===== config.mk =====
export PLATFORM = sky130hd
export DESIGN_NAME = cv32e40p_voter_err_monitor
export DESIGN_NICKNAME = d
export VERILOG_FILES = /design/src/rtl/cv32e40p_ft_pkg.sv /design/src/rtl/cv32e40p_sat_updown_counter.sv /design/src/rtl/cv32e40p_voter_err_monitor.sv
export SDC_FILE = /design/constraint.sdc
export NUM_CORES = 1
export LEC_CHECK = 0
export CORE_ASPECT_RATIO = 1.1
export CORE_MARGIN = 1.5
export CORE_UTILIZATION = 45
export CTS_BUF_LIST = sky130_fd_sc_hd__clkbuf_2 sky130_fd_sc_hd__clkbuf_4 sky130_fd_sc_hd__clkbuf_8
export CTS_CLUSTER_DIAMETER = 40
export DETAILED_ROUTE_END_ITERATION = 6
export HOLD_SLACK_MARGIN = 0.02
export PLACE_DENSITY = 0.68
export SLEW_MARGIN = 5
export SYNTH_ARGS = -nofsm -noshare
export SYNTH_HDL_FRONTEND = slang
export SYNTH_SLANG_ARGS = --single-unit

===== constraint.sdc =====
create_clock -name clk -period 5.6 [get_ports clk]
set_clock_uncertainty 0.2 [all_clocks]
set_input_delay 0.84 -clock clk [delete_from_list [all_inputs] [get_ports clk]]
set_output_delay 0.84 -clock clk [all_outputs]
set_load 0.02 [all_outputs]

===== src/rtl/cv32e40p_ft_pkg.sv =====
// Shared types for the fault-tolerance voter error monitor: FSM states,
// replica identifiers and small bit-vector helpers.
package cv32e40p_ft_pkg;

    localparam int REPLICAS = 3;

    typedef enum logic [1:0] {
        MONITOR  = 2'd0,
        REPORT   = 2'd1,
        DEGRADED = 2'd2,
        FATAL    = 2'd3
    } mon_state_e;

    typedef logic [1:0] replica_id_t;

    // Replica numbering is 1-based; the lowest-numbered set bit wins.
    function automatic replica_id_t first_set_id(input logic [REPLICAS-1:0] v);
        replica_id_t id;
        id = '0;
        for (int k = REPLICAS - 1; k >= 0; k--) begin
            if (v[k]) begin
                id = replica_id_t'(k + 1);
            end
        end
        return id;
    endfunction

    function automatic logic [1:0] count_ones(input logic [REPLICAS-1:0] v);
        logic [1:0] n;
        n = '0;
        for (int k = 0; k < REPLICAS; k++) begin
            n = n + {1'b0, v[k]};
        end
        return n;
    endfunction

endpackage


===== src/rtl/cv32e40p_sat_updown_counter.sv =====
// Saturating up/down counter: simultaneous inc and dec cancel, increments
// stop at all-ones, decrements stop at zero.
module cv32e40p_sat_updown_counter #(
    parameter int W = 8
) (
    input  logic         clk,
    input  logic         rst_n,
    input  logic         clr_i,
    input  logic         en_i,
    input  logic         inc_i,
    input  logic         dec_i,
    output logic [W-1:0] cnt_o
);

    localparam logic [W-1:0] MAX_CNT = '1;

    logic [W-1:0] r_cnt;

    always_ff @(posedge clk) begin
        if (!rst_n) begin
            r_cnt <= '0;
        end else if (clr_i) begin
            r_cnt <= '0;
        end else if (en_i) begin
            if (inc_i && !dec_i && (r_cnt != MAX_CNT)) begin
                r_cnt <= r_cnt + 1'b1;
            end else if (dec_i && !inc_i && (r_cnt != '0)) begin
                r_cnt <= r_cnt - 1'b1;
            end
        end
    end

    assign cnt_o = r_cnt;

endmodule


===== src/rtl/cv32e40p_voter_err_monitor.sv =====
// Per-replica leaky error counting behind the 3-way voter, faulty-replica
// declaration with a req/ack report, and a sticky fatal flag.
module cv32e40p_voter_err_monitor
    import cv32e40p_ft_pkg::*;
#(
    parameter int  CNT_W        = 8,
    parameter int  THRESHOLD    = 16,
    parameter int  DECAY_WINDOW = 1024,
    localparam int WIN_W        = $clog2(DECAY_WINDOW)
) (
    input  logic                        clk,
    input  logic                        rst_n,
    input  logic                        clear_i,
    input  logic                        vote_valid_i,
    input  logic                        err_detected_1_i,
    input  logic                        err_detected_2_i,
    input  logic                        err_detected_3_i,
    input  logic                        irq_ack_i,
    output logic [REPLICAS*CNT_W-1:0]   err_cnt_o,
    output logic [REPLICAS-1:0]         faulty_o,
    output logic [1:0]                  fault_id_o,
    output logic                        irq_req_o,
    output logic                        fatal_o
);

    localparam logic [WIN_W-1:0] WIN_LAST = WIN_W'(DECAY_WINDOW - 1);
    localparam logic [CNT_W:0]   THR_EXT  = (CNT_W+1)'(THRESHOLD);

    mon_state_e          r_state;
    mon_state_e          w_state_nxt;
    logic [WIN_W-1:0]    r_win;
    logic [REPLICAS-1:0] r_faulty;
    replica_id_t         r_fault_id;
    replica_id_t         w_fault_id_nxt;
    logic                r_irq;
    logic                w_irq_nxt;
    logic                r_fatal;

    logic                w_run;
    logic                w_dec_tick;
    logic [REPLICAS-1:0] w_err;
    logic [REPLICAS-1:0] w_inc;
    logic                w_unc;
    logic [REPLICAS-1:0] w_newly;
    logic [1:0]          w_n_newly;
    logic [CNT_W-1:0]    w_cnt [REPLICAS];

    // Everything that ages or counts stops once the monitor has gone fatal.
    assign w_run      = (r_state != FATAL);
    assign w_dec_tick = w_run && (r_win == WIN_LAST);
    assign w_err      = {err_detected_3_i, err_detected_2_i, err_detected_1_i};
    assign w_inc      = {REPLICAS{vote_valid_i}} & w_err & ~r_faulty;
    assign w_unc      = vote_valid_i & (&w_err);

    for (genvar k = 0; k < REPLICAS; k++) begin : g_rep
        cv32e40p_sat_updown_counter #(
            .W (CNT_W)
        ) u_cnt (
            .clk   (clk),
            .rst_n (rst_n),
            .clr_i (clear_i),
            .en_i  (w_run & ~r_faulty[k]),
            .inc_i (w_inc[k]),
            .dec_i (w_dec_tick),
            .cnt_o (w_cnt[k])
        );

        // Only a net increment can lift a healthy count onto the threshold;
        // a saturated count stays at all-ones, which is still >= THRESHOLD.
        assign w_newly[k] = w_run & w_inc[k] & ~w_dec_tick &
                            (({1'b0, w_cnt[k]} + 1'b1) >= THR_EXT);

        assign err_cnt_o[k*CNT_W +: CNT_W] = w_cnt[k];
    end

    assign w_n_newly = count_ones(w_newly);

    always_ff @(posedge clk) begin
        if (!rst_n) begin
            r_win <= '0;
        end else if (clear_i) begin
            r_win <= '0;
        end else if (w_run) begin
            r_win <= (r_win == WIN_LAST) ? '0 : r_win + 1'b1;
        end
    end

    always_comb begin
        w_state_nxt    = r_state;
        w_fault_id_nxt = r_fault_id;
        w_irq_nxt      = r_irq & ~irq_ack_i;
        unique case (r_state)
            MONITOR: begin
                if (w_unc || (w_n_newly >= 2'd2)) begin
                    w_state_nxt = FATAL;
                end else if (w_n_newly == 2'd1) begin
                    w_state_nxt    = REPORT;
                    w_fault_id_nxt = first_set_id(w_newly);
                    w_irq_nxt      = 1'b1;
                end
            end
            REPORT: begin
                if (w_unc || (w_n_newly != 2'd0)) begin
                    w_state_nxt = FATAL;
                end else if (irq_ack_i) begin
                    w_state_nxt = DEGRADED;
                end
            end
            DEGRADED: begin
                if (w_n_newly != 2'd0) begin
                    w_state_nxt    = FATAL;
                    w_fault_id_nxt = first_set_id(w_newly);
                    w_irq_nxt      = 1'b1;
                end else if (w_unc) begin
                    w_state_nxt = FATAL;
                end
            end
            FATAL: begin
                w_state_nxt = FATAL;
            end
            default: begin
                w_state_nxt = MONITOR;
            end
        endcase
    end

    always_ff @(posedge clk) begin
        if (!rst_n || clear_i) begin
            r_state    <= MONITOR;
            r_faulty   <= '0;
            r_fault_id <= '0;
            r_irq      <= 1'b0;
            r_fatal    <= 1'b0;
        end else begin
            r_state    <= w_state_nxt;
            r_faulty   <= r_faulty | w_newly;
            r_fault_id <= w_fault_id_nxt;
            r_irq      <= w_irq_nxt;
            r_fatal    <= (w_state_nxt == FATAL);
        end
    end

    assign faulty_o   = r_faulty;
    assign fault_id_o = r_fault_id;
    assign irq_req_o  = r_irq;
    assign fatal_o    = r_fatal;

endmodule


* Word level (Yosys, flattened, before mapping)
Cells that the tools add are included.
W data, S select, Z words.
** Word-level totals
- Register bits :: 43
- Logic and storage cells :: 123
** Operators by class
- Add/subtract/negate cells :: 12
- Magnitude comparators :: 4
- Equal/unequal tests :: 13
- Multiplexer cells :: 25
- Bitwise gates (word level) :: 24
- Reduce and logical (&&, ||, !) cells :: 36
** Operators by type and width (number)
- $mux W8 :: 6
- $add A8 B1 Y9 const B :: 3
- $ge A9 B5 Y1 const B :: 3
- $add A8 B1 Y8 const B :: 3
- $mux W2 :: 12
- $ne A8 B8 Y1 const B :: 3
- $reduce_bool A8 Y1 :: 3
- $sub A8 B1 Y8 const B :: 3
- $and A1 B1 Y1 :: 14
- $logic_and A1 B1 Y1 :: 13
- $add A10 B1 Y10 const B :: 1
- $eq A10 B10 Y1 const B :: 1
- $mux W10 :: 1
- $reduce_bool A2 Y1 :: 5
- $ne A2 B2 Y1 const B :: 4
- $pmux W2 S4 :: 1
- $and A3 B3 Y3 :: 2
- $eq A2 B2 Y1 const B :: 3
- $not A1 Y1 :: 6
- $reduce_and A2 Y1 :: 3
- $logic_not A1 Y1 :: 5
- $eq A2 B1 Y1 const B :: 2
- $pmux W2 S2 :: 1
- $reduce_and A4 Y1 :: 1
- 11 further kinds :: 15

* Depth between registers and ports, before layout
- Depth in word-level cells :: 12
- Depth in mapped cells :: 14
- Mapped depth without buffers :: 12

* Hierarchy
Synthesis repeated with hierarchy kept, for this count alone.
** Second synthesis, totals
- Cell total of the unflattened synthesis :: 333
- Area, all modules :: 2905.3 um2
** By module, submodules not included
- cv32e40p_sat_updown_counter :: times used 3, cells each 73, area each 633.1 um2
- cv32e40p_voter_err_monitor :: times used 1, cells each 114, area each 1006.0 um2

* Worst setup path after synthesis
Ideal clock, no wire load.
- Path type :: register -> register
- Start :: register r_state[0]
- End :: register g_rep[2].u_cnt.r_cnt[7]
- Setup time :: 71 ps
- Arrival time :: 3118 ps
- Setup slack :: 2211 ps
- Cell stages (with the launch flop) :: 15
- Buffers on the path :: 3
- Cell sequence :: dfxtp_1 -> buf_6 -> and2_4 -> buf_6 -> or4_1 -> buf_2 -> o211a_1 -> inv_1 -> ha_1 -> a211oi_1 -> o21ai_0 -> a31oi_1 -> mux2i_1 -> or4_1 -> a21oi_1
** On the way
- Cells in the longest elaborated chain, start to end :: 7
** RTL lines
- start: declaration :: line cv32e40p_voter_err_monitor.sv:29 : mon_state_e r_state;
- start signal: assignment :: line cv32e40p_voter_err_monitor.sv:135 : r_state <= w_state_nxt;
- $ne A2 B2 Y1 (*) :: line cv32e40p_voter_err_monitor.sv:49 : assign w_run = (r_state != FATAL);
- $logic_and A1 B1 Y1 :: line cv32e40p_voter_err_monitor.sv:50 : assign w_dec_tick = w_run && (r_win == WIN_LAST);
- $logic_not A1 Y1 :: line cv32e40p_sat_updown_counter.sv:25 : if (inc_i && !dec_i && (r_cnt != MAX_CNT)) begin
- $logic_and A1 B1 Y1 (2 in series) :: line cv32e40p_sat_updown_counter.sv:25
- $reduce_bool A2 Y1 (no source line)
- $reduce_and A2 Y1 (no source line)
- end signal: assignment :: line cv32e40p_sat_updown_counter.sv:26 : r_cnt <= r_cnt + 1'b1;
- end signal: assignment :: line cv32e40p_sat_updown_counter.sv:28 : r_cnt <= r_cnt - 1'b1;
- end: declaration :: line cv32e40p_sat_updown_counter.sv:17 : logic [W-1:0] r_cnt;
Every way passes the cells marked *; elsewhere a longest branch is shown, timed or not.
A chain may end at the register's enable or synchronous reset.

* Worst setup path in the final report
- Start :: register r_win[0]
- End :: register g_rep[2].u_cnt.r_cnt[7]
** On the way
- Cells in the longest elaborated chain, start to end :: 7
** RTL lines
- start: declaration :: line cv32e40p_voter_err_monitor.sv:31 : logic [WIN_W-1:0] r_win;
- start signal: assignment :: line cv32e40p_voter_err_monitor.sv:84 : r_win <= (r_win == WIN_LAST) ? '0 : r_win + 1'b1;
- $eq A10 B10 Y1 (*) :: line cv32e40p_voter_err_monitor.sv:50
- $logic_and A1 B1 Y1 (*) :: line cv32e40p_voter_err_monitor.sv:50
- $logic_not A1 Y1 :: line cv32e40p_sat_updown_counter.sv:25
- $logic_and A1 B1 Y1 (2 in series) :: line cv32e40p_sat_updown_counter.sv:25
- $reduce_bool A2 Y1 (no source line)
- $reduce_and A2 Y1 (no source line)
Marked as above.

==> impl_metrics.json <==
{
  "clockRootBuffer": "clkbuf_8",
  "finalHoldViolCount": 0,
  "ys_types": 41,
  "timing.rr.end": "g_rep[2].u_cnt.cnt_o[7]$_SDFFE_PP0P_",
  "drv_slew": 0,
  "grt_pass1_vias": 2311,
  "path_max_fanout": 8,
  "cts_resized": 0,
  "die_x_um": 77.1,
  "gp_congestion": 0.833,
  "p_int_uw": 520,
  "worst_ep_required_time_ns": 5.63,
  "die_area_um2": 6510,
  "synth_xor_area_share_pct": 8.38,
  "slowest_delay_ns": 0.72,
  "p_comb_share_pct": 20.9,
  "ant_nets": 0,
  "r2r_start": "r_win[0]$_SDFFE_PP0N_",
  "hold_path_startpoint": "fault_id_o[1]$_SDFFE_PP0P_",
  "synth-adder-area-share_pct": 11.7,
  "ys_top_cells_by_area": "dfxtp_1 32%, ha_1 8.8%, mux2i_1 7.0%",
  "drtIter0Drc": 85,
  "dpl_cell_area_um2": 3150,
  "grt_overflow": 0,
  "insertion_delay_ns": 0.30,
  "final_nets": 390,
  "syn-num-nets": 352,
  "net-switching-power_uw": 199,
  "cts_tree": "built",
  "synth_flop_cell": "dfxtp_1",
  "core.rowCount": 29,
  "setup_viol": 0,
  "yosysTopAreaCellShare_pct": 31.7,
  "pre_cts_slack_ns": 1.70,
  "yosys-top-cells-count": "43 x dfxtp_1, 43 x nor2_1, 28 x a21oi_1",
  "clockBufferDepth": 2,
  "relSlewSlack_pct": 57.3,
  "max-cap-violations": 0,
  "whs_path_depth": 2,
  "ir_worst_vdd_v": 0.000116,
  "worst_slack_ns": 1.72,
  "ys_warn_count": 0,
  "clock.fmax_mhz": 258,
  "muxShareOfSynthArea_pct": 7.00,
  "insertedDiodeCount": 0,
  "start_util_pct": 46.8,
  "postLayoutCellArea_um2": 3260,
  "dp_hpwl_mm": 4.31,
  "async_reset_ff_share_pct": 0,
  "cts_setup_buffers": 0,
  "crit_chain": "ha_1 -> nand3_1 -> or4_1 -> o211a_1 -> inv_1 -> ha_1 -> a211oi_1 -> o21ai_0 -> a31oi_1 -> mux2i_1 -> or4_1 -> a21oi_1",
  "viasPerCell": 5.44,
  "clkPwrFrac_pct": 33.6,
  "core-area_um2": 5810,
  "p_leak_uw": 0.00128,
  "holdWs_ns": 0.257,
  "min_path_type": "flop to flop",
  "r2r_cells": 12,
  "sequentialPowerShare_pct": 45.4,
  "yosys.area.top_type": "dfxtp_1",
  "grt_antenna_before_repair": 0,
  "rsz0062_at_grt": "false",
  "hold_buffers": 0,
  "layout-drive-gt1-share_pct": 3.90,
  "post_drt_wl_per_cell_um": 13.7,
  "syn_avg_cell_area_um2": 8.46,
  "grt_pass1_wl_mm": 10.4,
  "synthSimpleGateAreaFrac_pct": 21.2,
  "min_period_ns": 3.88,
  "tns_ns": 0,
  "synth_compound_area_share_pct": 16.0,
  "synth-edff-count": 0,
  "drt-total-wl_mm": 5.95,
  "cts_made_buffers": 5,
  "cts_sinks": 43,
  "min_period_over_period_pct": 69.3,
  "ys_seq_area_share_pct": 31.7,
  "area_delta_synth_final_pct": 20.0,
  "io_pins": 39,
  "min_to": "fault_id_o[1]$_SDFFE_PP0P_",
  "drc": 0,
  "critPathSlowestCell": "or4_1",
  "arrival_ns": 3.91,
  "track_usage_pct": 19.5,
  "synth-seq-cells": 43,
  "status": "complete, no violations",
  "swShare_pct": 27.6,
  "h-tree-depth": 2,
  "crit_type": "flop to flop",
  "synth_top_family_by_area": "simple AND/OR/NAND/NOR gates",
  "regToRegSetupSlack_ns": 1.72,
  "clk_pin_slew_ns": 0.08,
  "power_density_nw_per_um2": 221,
  "drtPass1Iterations": 4,
  "num_vias": 2372,
  "start_kind": "flop",
  "portBuffers": 38,
  "grt_max_degree": 37,
  "postSynthCellCount": 321,
  "worst_slew_pin_slew_ns": 0.639,
  "die_h_um": 84.5,
  "end_kind": "flop",
  "synth_area_um2": 2720
}
registers in the layout (all words and copies together), names as in the netlist:
register and count:
g_rep.u_cnt.cnt_o 24, r_win 10, faulty_o 3, fault_id_o 2, r_state 2, fatal_o 1, irq_req_o 1
layout by cell type (no fill, tap or decap), types with 9 or more instances in the layout:
| cell | instances |
|---|---|
| nand2_1 | 22 |
| o21ai_0 | 10 |
| clkdlybuf4s50_1 | 38 |
| a21oi_1 | 28 |
| ha_1 | 19 |
| dfxtp_1 | 43 |
| mux2i_1 | 19 |
| xor2_1 | 14 |
| nand3_1 | 9 |
| inv_1 | 16 |
| xnor2_1 | 12 |
| nand4_1 | 11 |
| nor2_1 | 43 |
worst max-delay path by stage:
stage | startpoint | endpoint | cells after the start
after floorplan | r_state[0]$_SDFF_PP0_ | g_rep[2].u_cnt.cnt_o[7]$_SDFFE_PP0P_ | 14
after global placement | vote_valid_i | g_rep[0].u_cnt.cnt_o[7]$_SDFFE_PP0P_ | 11
after detailed placement | vote_valid_i | g_rep[0].u_cnt.cnt_o[7]$_SDFFE_PP0P_ | 11
after CTS | r_win[0]$_SDFFE_PP0N_ | g_rep[2].u_cnt.cnt_o[7]$_SDFFE_PP0P_ | 12
after global routing | r_win[0]$_SDFFE_PP0N_ | g_rep[2].u_cnt.cnt_o[7]$_SDFFE_PP0P_ | 12
final | r_win[0]$_SDFFE_PP0N_ | g_rep[2].u_cnt.cnt_o[7]$_SDFFE_PP0P_ | 12
area by class of cell:
class                   count  area (um^2)
fillers                   553         2550
flip-flops and latches     43          861
inverters                  16         60.1
clock buffers               6         76.3
multi-input cells         254         1750
clock inverters             1         30.0
well taps                  77         96.3
repair buffers             39          388
metrics by stage:
| step | power, uW | util, % | cells |
|---|---|---|---|
| 6_report | 719 | 56.1 | 436 |
| 3_3_place_gp | 482 | 54.3 | 429 |
| 5_1_grt | 758 | 56.1 | 436 |
| 2_1_floorplan | 444 | - | 321 |
| 4_1_cts | 725 | 56.1 | 436 |
| 3_5_place_dp | 483 | 54.3 | 429 |
cell families (layout without fill, tap and decap cells):
group,count (synthesis),in the layout
fa+ha+maj,23,23
compound gates,67,67
mux,19,19
xor+xnor,26,26
simple gates,119,119
buf+inv,24,62
flops,43,43
per-layer routing:
layer | global-route usage, % | vias to the layer above | share of wire, % | wire (um)
met3 | 4.24 | 7 | 3.5 | 206
met5 | 0 | - | 0 | 0
li1 | - | 1223 | - | -
met1 | 25.8 | 1106 | 50 | 2970
met4 | 5.29 | 0 | 1.1 | 64
met2 | 32.3 | 36 | 46 | 2710
worst max-delay path: cells and delay by family, from the launching register on:
family,cells,cell delay (ns)
and+or+nand+nor,3,1.28
AOI/OAI and AO/OA,5,1.09
adders and majority gates,2,0.49
DFF,1,0.39
buffers and inverters,1,0.23
muxes,1,0.13
power by group through the flow:
stage               Combinational [uW]  Clock (uW)  Sequential, uW
detailed placement                 149           0             334
global route                       169         261             329
CTS                                151         247             327
floorplan                          105           0             339
global placement                   149           0             333
finish                             150         242             327
Power figures use the tool's default switching activity.
